[src/rtl/uart_fifo_ctrl.sv]
// uart_fifo_ctrl: register-mapped UART with TX and RX byte FIFOs.
//
// Register window (word offsets from BASE):
//   0 DATA   write pushes TX byte, read returns RX head (RE pops)
//   1 STATUS [0] tx_not_full [1] rx_not_empty [2] RXOVR [3] tx_done
//            [4] TXOVF [15:8] rx_count [23:16] tx_count
//   2 DIV    bit period in clk cycles, writable only while tx_done
//   3 CTRL   [0] rx_ie [1] tx_ie [3] loopback; write 1 to [2] clears flags
//
// Ports:
//   clk        sole clock, rising edge
//   rstn       synchronous active-low reset (also reset of uart_tx/uart_rx)
//   WE, RE     write strobe, read/pop qualifier
//   addr, WD   byte address and write data
//   RD         read data, combinational from addr
//   rxd, txd   serial in / serial out (idle high)
//   interrupt  level interrupt
//
// Build option: define UART_FIFO_CTRL_LOOPBACK_EN to enable CTRL[3]
// internal loopback; without it CTRL[3] reads 0 and rxd is always used.
//
// Controller TX FSM:
//   state   | meaning
//   S_IDLE  | waiting for a queued byte and a free transmitter
//   S_START | tx_start held with the popped byte until uart_tx accepts it
//   S_BUSY  | frame in flight, waiting for uart_tx to become available

module uart_tx (
  input  logic        clk,
  input  logic        rstn,
  input  logic [15:0] i_period,
  input  logic [7:0]  i_tx_data,
  input  logic        i_tx_start,
  output logic        o_tx_avai,
  output logic        o_txd
);
  typedef enum logic {S_TX_IDLE, S_TX_SHIFT} tx_state_t;

  tx_state_t   r_state;
  tx_state_t   w_state_nxt;
  logic [9:0]  r_shift;
  logic [3:0]  r_bits;
  logic [15:0] r_tmr;
  logic        r_txd;
  logic [15:0] w_per_m1;
  logic        w_tc;

  // A zero divisor behaves as one cycle per bit.
  assign w_per_m1 = (i_period == 16'd0) ? 16'd0 : i_period - 16'd1;
  assign w_tc     = (r_tmr == 16'd0);

  always_comb begin
    w_state_nxt = r_state;
    case (r_state)
      S_TX_IDLE:  if (i_tx_start) w_state_nxt = S_TX_SHIFT;
      S_TX_SHIFT: if (w_tc && (r_bits == 4'd0)) w_state_nxt = S_TX_IDLE;
      default:    w_state_nxt = S_TX_IDLE;
    endcase
  end

  always_ff @(posedge clk) begin
    if (!rstn) begin
      r_state <= S_TX_IDLE;
      r_shift <= '1;
      r_bits  <= 4'd0;
      r_tmr   <= 16'd0;
      r_txd   <= 1'b1;
    end else begin
      r_state <= w_state_nxt;
      case (r_state)
        S_TX_IDLE: begin
          r_txd <= 1'b1;
          if (i_tx_start) begin
            // {stop, data, start}; the start bit goes out immediately.
            r_shift <= {1'b1, i_tx_data, 1'b0};
            r_txd   <= 1'b0;
            r_bits  <= 4'd9;
            r_tmr   <= w_per_m1;
          end
        end
        default: begin
          if (w_tc) begin
            if (r_bits != 4'd0) begin
              r_shift <= {1'b1, r_shift[9:1]};
              r_txd   <= r_shift[1];
              r_bits  <= r_bits - 4'd1;
              r_tmr   <= w_per_m1;
            end
          end else begin
            r_tmr <= r_tmr - 16'd1;
          end
        end
      endcase
    end
  end

  // Available again only once the full stop bit has been sent.
  assign o_tx_avai = (r_state == S_TX_IDLE);
  assign o_txd     = r_txd;
endmodule

module uart_rx (
  input  logic        clk,
  input  logic        rstn,
  input  logic [15:0] i_period,
  input  logic        i_rxd,
  input  logic        i_rx_clear,
  output logic [7:0]  o_rx_data,
  output logic        o_rx_ready
);
  typedef enum logic [1:0] {S_RX_IDLE, S_RX_START, S_RX_DATA, S_RX_STOP} rx_state_t;

  rx_state_t   r_state;
  rx_state_t   w_state_nxt;
  logic [1:0]  r_sync;
  logic [7:0]  r_shift;
  logic [7:0]  r_data;
  logic [2:0]  r_bits;
  logic [15:0] r_tmr;
  logic        r_ready;
  logic        w_rx_s;
  logic        w_tc;
  logic [15:0] w_per_m1;

  assign w_rx_s   = r_sync[1];
  assign w_tc     = (r_tmr == 16'd0);
  assign w_per_m1 = (i_period == 16'd0) ? 16'd0 : i_period - 16'd1;

  always_comb begin
    w_state_nxt = r_state;
    case (r_state)
      S_RX_IDLE:  if (!w_rx_s) w_state_nxt = S_RX_START;
      S_RX_START: if (w_tc) w_state_nxt = w_rx_s ? S_RX_IDLE : S_RX_DATA;
      S_RX_DATA:  if (w_tc && (r_bits == 3'd0)) w_state_nxt = S_RX_STOP;
      S_RX_STOP:  if (w_tc) w_state_nxt = S_RX_IDLE;
      default:    w_state_nxt = S_RX_IDLE;
    endcase
  end

  always_ff @(posedge clk) begin
    if (!rstn) begin
      r_state <= S_RX_IDLE;
      r_sync  <= 2'b11;
      r_shift <= 8'd0;
      r_data  <= 8'd0;
      r_bits  <= 3'd0;
      r_tmr   <= 16'd0;
      r_ready <= 1'b0;
    end else begin
      r_state <= w_state_nxt;
      r_sync  <= {r_sync[0], i_rxd};
      case (r_state)
        S_RX_IDLE: r_tmr <= {1'b0, i_period[15:1]};
        S_RX_START: begin
          if (w_tc) begin
            r_tmr  <= w_per_m1;
            r_bits <= 3'd7;
          end else begin
            r_tmr <= r_tmr - 16'd1;
          end
        end
        S_RX_DATA: begin
          if (w_tc) begin
            r_shift <= {w_rx_s, r_shift[7:1]};
            r_tmr   <= w_per_m1;
            if (r_bits != 3'd0) r_bits <= r_bits - 3'd1;
          end else begin
            r_tmr <= r_tmr - 16'd1;
          end
        end
        default: begin
          if (w_tc) begin
            if (w_rx_s) r_data <= r_shift;
          end else begin
            r_tmr <= r_tmr - 16'd1;
          end
        end
      endcase
      // Ready is held until the consumer acknowledges; a new frame wins.
      if (i_rx_clear) r_ready <= 1'b0;
      if ((r_state == S_RX_STOP) && w_tc && w_rx_s) r_ready <= 1'b1;
    end
  end

  assign o_rx_data  = r_data;
  assign o_rx_ready = r_ready;
endmodule

module uart_fifo_ctrl #(
  parameter int unsigned  TX_DEPTH = 16,
  parameter int unsigned  RX_DEPTH = 16,
  parameter logic [15:0]  DIV_INIT = 16'd2604,
  parameter logic [31:0]  BASE     = 32'h7f30
) (
  input  logic        clk,
  input  logic        rstn,
  input  logic        WE,
  input  logic        RE,
  input  logic [31:0] addr,
  input  logic [31:0] WD,
  output logic [31:0] RD,
  input  logic        rxd,
  output logic        txd,
  output logic        interrupt
);
  localparam int unsigned TXA = $clog2(TX_DEPTH);
  localparam int unsigned TXC = TXA + 1;
  localparam int unsigned RXA = $clog2(RX_DEPTH);
  localparam int unsigned RXC = RXA + 1;
  localparam logic [TXC-1:0] TX_FULL = TXC'(TX_DEPTH);
  localparam logic [RXC-1:0] RX_FULL = RXC'(RX_DEPTH);
  localparam logic [29:0] WA_DATA = BASE[31:2];
  localparam logic [29:0] WA_STAT = BASE[31:2] + 30'd1;
  localparam logic [29:0] WA_DIV  = BASE[31:2] + 30'd2;
  localparam logic [29:0] WA_CTRL = BASE[31:2] + 30'd3;

  typedef enum logic [1:0] {S_IDLE, S_START, S_BUSY} ctl_state_t;

  ctl_state_t   r_tx_state;
  ctl_state_t   w_tx_state_nxt;

  logic [7:0]   r_tx_mem [TX_DEPTH];
  logic [TXA-1:0] r_tx_wr, r_tx_rd;
  logic [TXC-1:0] r_tx_cnt;
  logic [7:0]   r_rx_mem [RX_DEPTH];
  logic [RXA-1:0] r_rx_wr, r_rx_rd;
  logic [RXC-1:0] r_rx_cnt;

  logic [7:0]   r_tx_data;
  logic [15:0]  r_div;
  logic         r_rx_ie, r_tx_ie;
  logic         r_rxovr, r_txovf;
  logic         r_rx_clear;

  logic w_sel_data, w_sel_stat, w_sel_div, w_sel_ctrl;
  logic w_tx_push_req, w_tx_push, w_tx_pop, w_tx_full, w_tx_done;
  logic w_rx_push_req, w_rx_push, w_rx_pop, w_rx_full, w_rx_not_empty;
  logic w_ctrl_wr, w_flag_clr;
  logic w_tx_start, w_tx_avai, w_txd_int;
  logic w_rx_ready, w_rx_in, w_lb;
  logic [7:0]  w_rx_data;
  logic [31:0] w_status;
  logic w_unused_ok;

  assign w_unused_ok = &{1'b0, addr[1:0], WD[31:16]};

  assign w_sel_data = (addr[31:2] == WA_DATA);
  assign w_sel_stat = (addr[31:2] == WA_STAT);
  assign w_sel_div  = (addr[31:2] == WA_DIV);
  assign w_sel_ctrl = (addr[31:2] == WA_CTRL);

  assign w_ctrl_wr  = WE & w_sel_ctrl;
  assign w_flag_clr = w_ctrl_wr & WD[2];

  // TX FIFO: a push into a full FIFO is still accepted when the FSM pops.
  assign w_tx_full     = (r_tx_cnt == TX_FULL);
  assign w_tx_push_req = WE & w_sel_data;
  assign w_tx_push     = w_tx_push_req & (~w_tx_full | w_tx_pop);
  assign w_tx_done     = (r_tx_cnt == '0) && (r_tx_state == S_IDLE);

  // RX FIFO: rx_ready is acknowledged one cycle later, so the second
  // cycle of a held rx_ready must not push again.
  assign w_rx_full      = (r_rx_cnt == RX_FULL);
  assign w_rx_not_empty = (r_rx_cnt != '0);
  assign w_rx_push_req  = w_rx_ready & ~r_rx_clear;
  assign w_rx_pop       = RE & w_sel_data & w_rx_not_empty;
  assign w_rx_push      = w_rx_push_req & (~w_rx_full | w_rx_pop);

  always_comb begin
    w_tx_state_nxt = r_tx_state;
    w_tx_pop       = 1'b0;
    case (r_tx_state)
      S_IDLE: begin
        if ((r_tx_cnt != '0) && w_tx_avai) begin
          w_tx_state_nxt = S_START;
          w_tx_pop       = 1'b1;
        end
      end
      S_START: if (!w_tx_avai) w_tx_state_nxt = S_BUSY;
      S_BUSY:  if (w_tx_avai) w_tx_state_nxt = S_IDLE;
      default: w_tx_state_nxt = S_IDLE;
    endcase
  end

  assign w_tx_start = (r_tx_state == S_START);

  always_ff @(posedge clk) begin
    if (!rstn) begin
      r_tx_state <= S_IDLE;
      r_tx_data  <= 8'd0;
    end else begin
      r_tx_state <= w_tx_state_nxt;
      if (w_tx_pop) r_tx_data <= r_tx_mem[r_tx_rd];
    end
  end

  always_ff @(posedge clk) begin
    if (w_tx_push) r_tx_mem[r_tx_wr] <= WD[7:0];
    if (w_rx_push) r_rx_mem[r_rx_wr] <= w_rx_data;
  end

  always_ff @(posedge clk) begin
    if (!rstn) begin
      r_tx_wr  <= '0;
      r_tx_rd  <= '0;
      r_tx_cnt <= '0;
      r_rx_wr  <= '0;
      r_rx_rd  <= '0;
      r_rx_cnt <= '0;
    end else begin
      if (w_tx_push) r_tx_wr <= r_tx_wr + 1'b1;
      if (w_tx_pop)  r_tx_rd <= r_tx_rd + 1'b1;
      if (w_tx_push && !w_tx_pop)      r_tx_cnt <= r_tx_cnt + 1'b1;
      else if (!w_tx_push && w_tx_pop) r_tx_cnt <= r_tx_cnt - 1'b1;
      if (w_rx_push) r_rx_wr <= r_rx_wr + 1'b1;
      if (w_rx_pop)  r_rx_rd <= r_rx_rd + 1'b1;
      if (w_rx_push && !w_rx_pop)      r_rx_cnt <= r_rx_cnt + 1'b1;
      else if (!w_rx_push && w_rx_pop) r_rx_cnt <= r_rx_cnt - 1'b1;
    end
  end

  always_ff @(posedge clk) begin
    if (!rstn) begin
      r_div      <= DIV_INIT;
      r_rx_ie    <= 1'b0;
      r_tx_ie    <= 1'b0;
      r_rxovr    <= 1'b0;
      r_txovf    <= 1'b0;
      r_rx_clear <= 1'b0;
    end else begin
      r_rx_clear <= w_rx_push_req;
      // Divisor only changes while the line is quiet.
      if (WE && w_sel_div && w_tx_done) r_div <= WD[15:0];
      if (w_ctrl_wr) begin
        r_rx_ie <= WD[0];
        r_tx_ie <= WD[1];
      end
      if (w_flag_clr) begin
        r_rxovr <= 1'b0;
        r_txovf <= 1'b0;
      end
      if (w_rx_push_req && !w_rx_push) r_rxovr <= 1'b1;
      if (w_tx_push_req && !w_tx_push) r_txovf <= 1'b1;
    end
  end

`ifdef UART_FIFO_CTRL_LOOPBACK_EN
  logic r_lb;
  always_ff @(posedge clk) begin
    if (!rstn) r_lb <= 1'b0;
    else if (w_ctrl_wr) r_lb <= WD[3];
  end
  assign w_lb    = r_lb;
  assign w_rx_in = r_lb ? w_txd_int : rxd;
  assign txd     = r_lb ? 1'b1 : w_txd_int;
`else
  assign w_lb    = 1'b0;
  assign w_rx_in = rxd;
  assign txd     = w_txd_int;
`endif

  assign w_status = {8'd0, 8'(r_tx_cnt), 8'(r_rx_cnt), 3'd0, r_txovf,
                     w_tx_done, r_rxovr, w_rx_not_empty, ~w_tx_full};

  always_comb begin
    RD = 32'd0;
    if (w_sel_data)      RD = w_rx_not_empty ? {24'd0, r_rx_mem[r_rx_rd]} : 32'd0;
    else if (w_sel_stat) RD = w_status;
    else if (w_sel_div)  RD = {16'd0, r_div};
    else if (w_sel_ctrl) RD = {28'd0, w_lb, 1'b0, r_tx_ie, r_rx_ie};
  end

  // Gated by rstn so the line is low for the whole reset assertion.
  assign interrupt = rstn & ((r_rx_ie & (w_rx_not_empty | r_rxovr)) |
                             (r_tx_ie & w_tx_done));

  uart_tx u_tx (
    .clk        (clk),
    .rstn       (rstn),
    .i_period   (r_div),
    .i_tx_data  (r_tx_data),
    .i_tx_start (w_tx_start),
    .o_tx_avai  (w_tx_avai),
    .o_txd      (w_txd_int)
  );

  uart_rx u_rx (
    .clk        (clk),
    .rstn       (rstn),
    .i_period   (r_div),
    .i_rxd      (w_rx_in),
    .i_rx_clear (r_rx_clear),
    .o_rx_data  (w_rx_data),
    .o_rx_ready (w_rx_ready)
  );
endmodule

[config.mk]
export PLATFORM = sky130hd
export DESIGN_NAME = uart_fifo_ctrl
export DESIGN_NICKNAME = d
export VERILOG_FILES = /design/src/rtl/uart_fifo_ctrl.sv
export SDC_FILE = /design/constraint.sdc
export NUM_CORES = 1
export LEC_CHECK = 0
export CAP_MARGIN = 20
export CORE_MARGIN = 1.5
export CORE_UTILIZATION = 30
export CTS_CLUSTER_SIZE = 24
export DETAILED_ROUTE_END_ITERATION = 7
export GPL_TIMING_DRIVEN = 1
export MAX_ROUTING_LAYER = met4
export PLACE_DENSITY = 0.51
export SETUP_SLACK_MARGIN = 0.5
export SYNTH_ARGS = -nofsm -noshare
export SYNTH_HDL_FRONTEND = slang
export SYNTH_HIERARCHICAL = 1
export SYNTH_SLANG_ARGS = --single-unit
[constraint.sdc]
create_clock -name clk -period 4.07 [get_ports clk]
set_input_delay 0.407 -clock clk [delete_from_list [all_inputs] [get_ports clk]]
set_output_delay 0.407 -clock clk [all_outputs]
set_load 0.01 [all_outputs]
==> run summary, run 1 <==
========================================================================================
Run status ................................................................ finished, violations left
Setup slack of the worst register-to-register path ........................       840 ps
Number of sinks driven by the clock tree ..................................          387
Headroom to the max-slew limit ............................................        0.305
Starting DRT DRC Count ....................................................          761
Fraction of power consumed by sequential logic ............................        0.432
Number of top-level design ports ..........................................          103
Worst-path cell chain ..................................................... clkdlybuf4s50_1, nor4_1, and4_4, buf_4, nand2_1, nor3b_2, buf_4, a221o_1, clkdlybuf4s50_1
Buf/Inv on CP .............................................................            4
Wire per inst .............................................................      19.4 µm
Fraction of layout cells with a size suffix above 1 .......................        0.167
Period minus WS final .....................................................      3580 ps
Met2 track utilization from global routing ................................        0.242
Top post-synthesis cells by area .......................................... sky130_fd_sc_hd__edfxtp_1 43%, sky130_fd_sc_hd__dfxtp_1 15%, sky130_fd_sc_hd__mux4_2 8.1%
Leading cell types by count after synthesis ............................... 256 x sky130_fd_sc_hd__edfxtp_1, 131 x sky130_fd_sc_hd__dfxtp_1, 106 x sky130_fd_sc_hd__nand2_1, 76 x sky130_fd_sc_hd__nor2_1, 65 x sky130_fd_sc_hd__mux4_2
Critical path startpoint category .........................................    input pin
Largest fanout on the critical path .......................................            8
Total power density per cell area .........................................   500 nW/µm²
Cell taking the most area after synthesis ................................. sky130_fd_sc_hd__edfxtp_1
Final critical-path setup slack ...........................................       487 ps
Die area ..................................................................    61400 µm²
Routability congestion estimate ...........................................        0.798
Cell area reported after detailed placement ...............................    19500 µm²
Standby leakage power .....................................................   0.00693 µW
Delay of the slowest cell on the worst path ...............................       600 ps
Category of the most critical setup path ..................................       in2out
Number of stages on the worst hold path ...................................            2
Worst slack, placed .......................................................       388 ps
Clock transition at the registers of the reported paths ...................        60 ps
Row cnt ...................................................................           89
Die span in x .............................................................       248 µm
Fraction of power spent switching nets ....................................        0.284
Share of the cycle needed by the critical path after routing ..............        0.880
Hold crit path type .......................................................       in2reg
Final Net Count ...........................................................         1581
Violated checks ........................................................... design-rule violations
Remaining global-route overflow ...........................................            0
Count of buffers from port buffering ......................................           73
Total net switching power .................................................      2990 µW
Placed cell count .........................................................         2198
Count of mapped cells out of synthesis ....................................         1392
Initial standard-cell utilization of the core .............................        0.304
Number of flops mapped to enable cells by yosys ...........................          256
Vias after detailed routing ...............................................        11461
Layout-stage area growth over the synthesis result ........................        17.0%
CP Depth ..................................................................            9
Initial antenna violation count ...........................................            1
Max Root-Sink Buffers .....................................................            3
IR Drop Worst-Case VDD ....................................................   0.000287 V
Vias in the first global route ............................................        11676
Count leader, synth ....................................................... sky130_fd_sc_hd__edfxtp_1
Worst Setup End Kind ......................................................   output pin
Avg Cell Area, Syn ........................................................     12.9 µm²
Number of levels the H-tree was split into ................................            2
Detailed placement HPWL ...................................................     29500 µm
Global-route wire length before repair ....................................     68700 µm
Busiest layer in global routing ...........................................         met2
Register area share after synthesis .......................................        0.574
Register bit total from synthesis .........................................          387
Die span in y .............................................................       248 µm
Warning count from the yosys run ..........................................            6
Met1 capacity usage during global routing .................................        0.197
Final number of hold-violating endpoints ..................................            0
Combined flip-flop and latch cell area ....................................    10300 µm²
DRC errors left ...........................................................           10
Clock group share of total power ..........................................        0.372
Placeable core area .......................................................    59100 µm²
Post-Route Setup TNS ......................................................         0 ps
CTS tree ..................................................................        built
Count of cells along the worst register-to-register path ..................           13
Area used by multi-input combinational logic ..............................     7060 µm²
Highest attainable clock frequency ........................................      279 MHz
Filler Cells Inserted .....................................................         5684
Number of slew-limit violations in the final report .......................            0
Unrepaired setup endpoints after global routing ...........................         true
Netlist Area Pre-Place ....................................................    18000 µm²
Post-Route Hold Slack .....................................................       135 ps
Post-detailed-route count of antenna-violating nets .......................            0
Req. time, crit path ......................................................      3660 ps
Global router's overall resource usage ....................................        0.150
Met3 Use GR ...............................................................       0.0200
Area share of the largest cell type after synthesis .......................        0.428
Insertion delay of the later-clocked pin in the worst-skew pair ...........       570 ps
Number of library cell types mapped by synthesis ..........................           92
Largest net degree at the start of global routing .........................           55
Total of endpoints with negative setup slack in the final report ..........            0
Main flop type after synthesis ............................................ sky130_fd_sc_hd__edfxtp_1
Part of the power in combinational logic ..................................        0.196
Number of standard cells in the final layout excluding fillers ............         2284
Clk root buf .............................................................. sky130_fd_sc_hd__clkbuf_16
Final wirelength ..........................................................     44200 µm
Kind of cell adding the most delay to the critical path ................... buffers and inverters
Worst path arrival time ...................................................      3180 ps
Master of the slowest instance on the critical path ....................... sky130_fd_sc_hd__clkdlybuf4s50_1
Final non-filler cell area ................................................    21000 µm²
Internal power component ..................................................      7520 µW
Number of search-and-repair iterations in the first detailed-routing pass .            7
Asr flop ratio synth ......................................................            0
Max capacitance violation total ...........................................            0
Slew at the pin with the worst max-slew slack .............................      1040 ps
Fin Clk Skew ..............................................................      16.3 ps
Routed via count divided by cell count ....................................         5.02
Number of CTS-inserted buffers ............................................           41
========================================================================================
## cell type report
class / count / share of cell area
Clock buffer: 52 / 0.0522
Sequential cell: 387 / 0.491
Antenna cell: 2 / 0.000238
Tap cell: 773 / 0.0460
Timing Repair Buffer: 123 / 0.0539
Inverter: 38 / 0.00696
Clock inverter: 24 / 0.0145
Multi-Input combinational cell: 885 / 0.336
## per-layer routing
layer | vias up | part of all wire
li1 | 5476 | -
met1 | 5709 | 0.47
met2 | 218 | 0.47
met3 | 58 | 0.038
met4 | 0 | 0.020
met5 | - | 0
## cell usage in the layout (no fill, tap or decap), types with 9 or more instances in the layout
master,synthesis,final
sky130_fd_sc_hd__edfxtp_1,256,256
sky130_fd_sc_hd__dfxtp_1,131,129
sky130_fd_sc_hd__nand2_1,106,106
sky130_fd_sc_hd__nor2_1,76,76
sky130_fd_sc_hd__clkdlybuf4s50_1,0,70
sky130_fd_sc_hd__mux4_2,65,65
sky130_fd_sc_hd__a21oi_1,50,49
sky130_fd_sc_hd__buf_4,21,49
sky130_fd_sc_hd__clkbuf_16,0,41
sky130_fd_sc_hd__nand3_1,38,38
sky130_fd_sc_hd__inv_1,36,36
sky130_fd_sc_hd__xnor2_1,34,34
sky130_fd_sc_hd__ha_1,34,34
sky130_fd_sc_hd__nor3_1,32,32
sky130_fd_sc_hd__o21ai_0,29,29
sky130_fd_sc_hd__a22oi_1,28,28
sky130_fd_sc_hd__mux2i_1,26,26
sky130_fd_sc_hd__and3_1,25,25
sky130_fd_sc_hd__and2_1,21,21
sky130_fd_sc_hd__nand4_1,18,18
sky130_fd_sc_hd__nor2b_1,18,18
sky130_fd_sc_hd__o21ai_1,18,18
sky130_fd_sc_hd__nor4_1,18,16
sky130_fd_sc_hd__xor2_1,15,15
sky130_fd_sc_hd__nand2b_1,13,13
sky130_fd_sc_hd__or3_1,12,12
sky130_fd_sc_hd__a211oi_1,14,11
sky130_fd_sc_hd__conb_1,1,11
sky130_fd_sc_hd__a21boi_0,11,11
sky130_fd_sc_hd__a31o_2,9,9
sky130_fd_sc_hd__a21boi_1,9,9
## what timing repair did
action | CTS | global route
resized for setup | 10 | 5
pin swaps | 0 | 2
hold buffers | 0 | 0
endpoints found under the setup margin | 7 | 8
buffers inserted | 0 | 8
## flip-flops by register name, summed over array words and instances (netlist names), 2 cells and up, named ones only
register / flops
r_rx_mem: 128
r_tx_mem: 128
r_div: 16
u_rx/r_tmr: 16
u_tx/r_tmr: 16
r_tx_data: 8
u_rx/o_rx_data: 8
u_rx/r_shift: 8
u_tx/r_shift: 8
r_rx_cnt: 5
r_tx_cnt: 5
r_rx_rd: 4
r_rx_wr: 4
r_tx_rd: 4
r_tx_wr: 4
u_tx/r_bits: 4
u_rx/r_bits: 3
r_tx_state: 2
u_rx/r_sync: 2
## kinds of logic (layout without fill, tap and decap cells)
logic type | count (synthesis) | after routing | synth area share
compound gates | 260 | 260 | 0.104
xor+xnor | 49 | 49 | 0.0239
fa+ha+maj | 36 | 36 | 0.0259
buf+inv | 130 | 237 | 0.0376
flops | 387 | 387 | 0.574
mux | 92 | 92 | 0.0966
other cells | 1 | 13 | 0.000209
simple gates | 437 | 437 | 0.138
## stage by stage
| stage | power, µW | util |
|---|---|---|
| 2_1_floorplan | 6160 | - |
| 3_3_place_gp | 6640 | 0.330 |
| 3_5_place_dp | 6660 | 0.330 |
| 4_1_cts | 10600 | 0.354 |
| 5_1_grt | 11000 | 0.356 |
| 6_report | 10500 | 0.356 |
## power groups by stage
stage          Combinational, µW  Clock (µW)  Sequential, µW
2_1_floorplan               1600           0            4560
3_3_place_gp                2020           0            4620
3_5_place_dp                2040           0            4620
4_1_cts                     2060        4010            4540
5_1_grt                     2260        4160            4570
6_report                    2060        3910            4540
## final timing paths
path,start,endpoint
max,addr[20],RD[2]
min,rstn,u_tx/o_txd
min reg2reg,u_rx/r_sync[0],u_rx/r_sync[1]
max reg2reg,u_tx/r_state,r_tx_cnt[4]
(Power assumes the default switching activity.)
==> run 2, diff against run 1 <==
CAP_MARGIN = 10   (was 20)
==> results of run 2 <==
Final layout, timing and power as in run 1 (identical DEF).
==> run 3, diff against run 2 <==
--- a/config.mk
+++ b/config.mk
@@ -10,3 +10,3 @@
 export CORE_UTILIZATION = 30
-export CTS_CLUSTER_SIZE = 24
+export CTS_CLUSTER_SIZE = 30
 export DETAILED_ROUTE_END_ITERATION = 7
--- a/constraint.sdc
+++ b/constraint.sdc
@@ -3,2 +3,2 @@
 set_output_delay 0.407 -clock clk [all_outputs]
-set_load 0.01 [all_outputs]
+set_load 0.05 [all_outputs]
==> run 3 against run 2 <==
  * The flow still finishes with violations (design-rule violations)
  * Critical endpoint is now interrupt
  * Sequential power rose by 0.9%
  * Clock-buffer cell count rose by 7
  * Clock power fell by 7.2%
  * Die area did not move
  * Critical path depth fell by 3
  * Clock skew fell by 0.53 ps
  * Final area fell by 0.65%
  * Largest power group unchanged
==> run summary, run 3 (synthesized netlist as in run 1, its figures left out) <==
========================================================================================
Number of antenna cells inserted ..........................................            0
Setup slack of the worst register-to-register path ........................       830 ps
Vias in the first global route ............................................        11398
Remaining global-route overflow ...........................................            0
Routed via count divided by cell count ....................................         5.04
Violated checks ........................................................... design-rule violations
Registers with the most flip-flops ........................................ r_rx_mem (128), r_tx_mem (128)
Period minus WS final .....................................................      3440 ps
CTS tree ..................................................................        built
Final critical-path setup slack ...........................................       625 ps
Post-Route Hold Slack .....................................................       234 ps
Global router's overall resource usage ....................................        0.147
Worst-path cell chain ..................................................... nor4_4, nand2_1, nor3_1, nand2_1, a21oi_1, dlygate4sd2_1
Initial antenna violation count ...........................................            0
Most common cell type on the critical path ................................ sky130_fd_sc_hd__nand2_1
Critical Path Start .......................................................  r_tx_cnt[0]
Share of the cycle needed by the critical path after routing ..............        0.846
Number of search-and-repair iterations in the first detailed-routing pass .            7
Standby leakage power .....................................................   0.00685 µW
Max Root-Sink Buffers .....................................................            3
Fin Clk Skew ..............................................................      15.8 ps
Die area ..................................................................    61400 µm²
Critical path destination .................................................    interrupt
Headroom to the max-slew limit ............................................        0.309
Number of CTS-inserted buffers ............................................           42
Global-route wire length before repair ....................................     67400 µm
Placeable core area .......................................................    59100 µm²
Master of the slowest instance on the critical path ....................... sky130_fd_sc_hd__dlygate4sd2_1
Worst Setup End Kind ......................................................   output pin
Most frequent cells in the layout ......................................... 256 x sky130_fd_sc_hd__edfxtp_1, 129 x sky130_fd_sc_hd__dfxtp_1, 106 x sky130_fd_sc_hd__nand2_1
Die span in y .............................................................       248 µm
Worst path arrival time ...................................................      3040 ps
Starting DRT DRC Count ....................................................          816
Delay of the slowest cell on the worst path ...............................       590 ps
Max capacitance violation total ...........................................            0
Largest net degree at the start of global routing .........................           68
Kind of cell adding the most delay to the critical path ................... simple AND/OR/NAND/NOR gates
Area used by multi-input combinational logic ..............................     7030 µm²
Clock transition at the registers of the reported paths ...................        60 ps
Number of top-level design ports ..........................................          103
Final Net Count ...........................................................         1570
Most common cell after layout, fill and taps aside ........................ sky130_fd_sc_hd__edfxtp_1
Insertion delay of the later-clocked pin in the worst-skew pair ...........       570 ps
Die span in x .............................................................       248 µm
Worst slack, placed .......................................................       272 ps
Category of the most critical setup path ..................................      reg2out
Slew at the pin with the worst max-slew slack .............................      1040 ps
Post-Route Setup TNS ......................................................         0 ps
Crit Reg-Reg Endpoint .....................................................  r_tx_cnt[4]
Largest fanout on the critical path .......................................            6
Filler Cells Inserted .....................................................         5671
Number of slew-limit violations in the final report .......................            0
Final wirelength ..........................................................     43800 µm
Unrepaired setup endpoints after global routing ...........................        false
Count of buffers from port buffering ......................................           73
Highest attainable clock frequency ........................................      290 MHz
DRC errors left ...........................................................            9
Routability congestion estimate ...........................................        0.827
Combined flip-flop and latch cell area ....................................    10300 µm²
Count of cells along the worst register-to-register path ..................           13
Startpoint of the lowest-slack register-to-register path .................. u_tx/r_state
Hold crit path type .......................................................       in2reg
Total of endpoints with negative setup slack in the final report ..........            0
IR Drop Worst-Case VDD ....................................................   0.000264 V
Fraction of layout cells with a size suffix above 1 .......................        0.165
Critical path startpoint category .........................................    flip-flop
Row cnt ...................................................................           89
Final number of hold-violating endpoints ..................................            0
Buf/Inv on CP .............................................................            1
Clk root buf .............................................................. sky130_fd_sc_hd__clkbuf_16
Detailed placement HPWL ...................................................     29600 µm
Vias after detailed routing ...............................................        11436
Number of hold-repair buffers added at the cts stage ......................            0
CP Depth ..................................................................            6
Number of levels the H-tree was split into ................................            2
Wire per inst .............................................................      19.3 µm
Layout-stage area growth over the synthesis result ........................        16.2%
Initial standard-cell utilization of the core .............................        0.304
Total Power ...............................................................     10200 µW
Number of sinks driven by the clock tree ..................................          387
Total power density per cell area .........................................   490 nW/µm²
Run status ................................................................ finished, violations left
Req. time, crit path ......................................................      3660 ps
Post-detailed-route count of antenna-violating nets .......................            0
========================================================================================
## run 3: cell count changes in the layout (fill, tap and decap cells not counted), sizes merged
| cell | before | now |
|---|---|---|
| clkinv | 14 | 11 |
| clkbuf | 52 | 59 |
| buf | 51 | 59 |
| diode | 2 | 0 |
| dlymetal6s2s | 2 | 0 |
| clkdlybuf4s50 | 70 | 50 |
| clkinvlp | 3 | 4 |
| bufinv | 6 | 2 |
| dlygate4sd2 | 0 | 2 |
## run 3: area by class of cell
cell class | count | area share
repair buffers | 111 | 0.0546
clock buffers | 59 | 0.0543
multi-input cells | 885 | 0.336
inverters | 38 | 0.00701
flip-flops and latches | 387 | 0.494
well taps | 773 | 0.0463
clock inverters | 18 | 0.00779
## run 3: per-layer routing
layer,GRT usage,wire (µm),share of wire,up-vias
met5,-,0,0,-
met1,0.192,19900,0.45,5718
met2,0.239,21400,0.49,222
met3,0.0235,1870,0.043,50
met4,0.0376,703,0.016,0
li1,-,-,-,5446
## run 3: worst min path at each step
stage	startpoint	endpoint	slack, ps	cells past startpoint
3_5_place_dp	u_rx/r_sync[0]	u_rx/r_sync[1]	400	1
6_report	rstn	r_div[3]	230	2
2_1_floorplan	u_rx/r_sync[0]	u_rx/r_sync[1]	390	1
4_1_cts	rstn	r_div[3]	190	2
5_1_grt	rstn	r_div[3]	220	2
3_3_place_gp	u_rx/r_sync[0]	u_rx/r_sync[1]	400	1
## run 3: timing repair
action	in CTS	in global routing
endpoints found under the setup margin	2	9
cloned	0	0
resized for setup	2	3
setup buffers	0	1
## run 3: power breakdown
| group | switching (µW) | total, µW | internal (µW) |
|---|---|---|---|
| logic | 1150 | 2010 | 862 |
| registers | 236 | 4580 | 4350 |
| clock network | 1550 | 3630 | 2080 |
| total | 2940 | 10200 | 7290 |
## run 3: metrics by stage
stage	cells	util	instance area (µm²)
floorplan	1402	-	18000
detailed placement	2193	0.331	19600
finish	2271	0.353	20900
CTS	2270	0.353	20900
global route	2271	0.353	20900
global placement	2193	0.331	19600
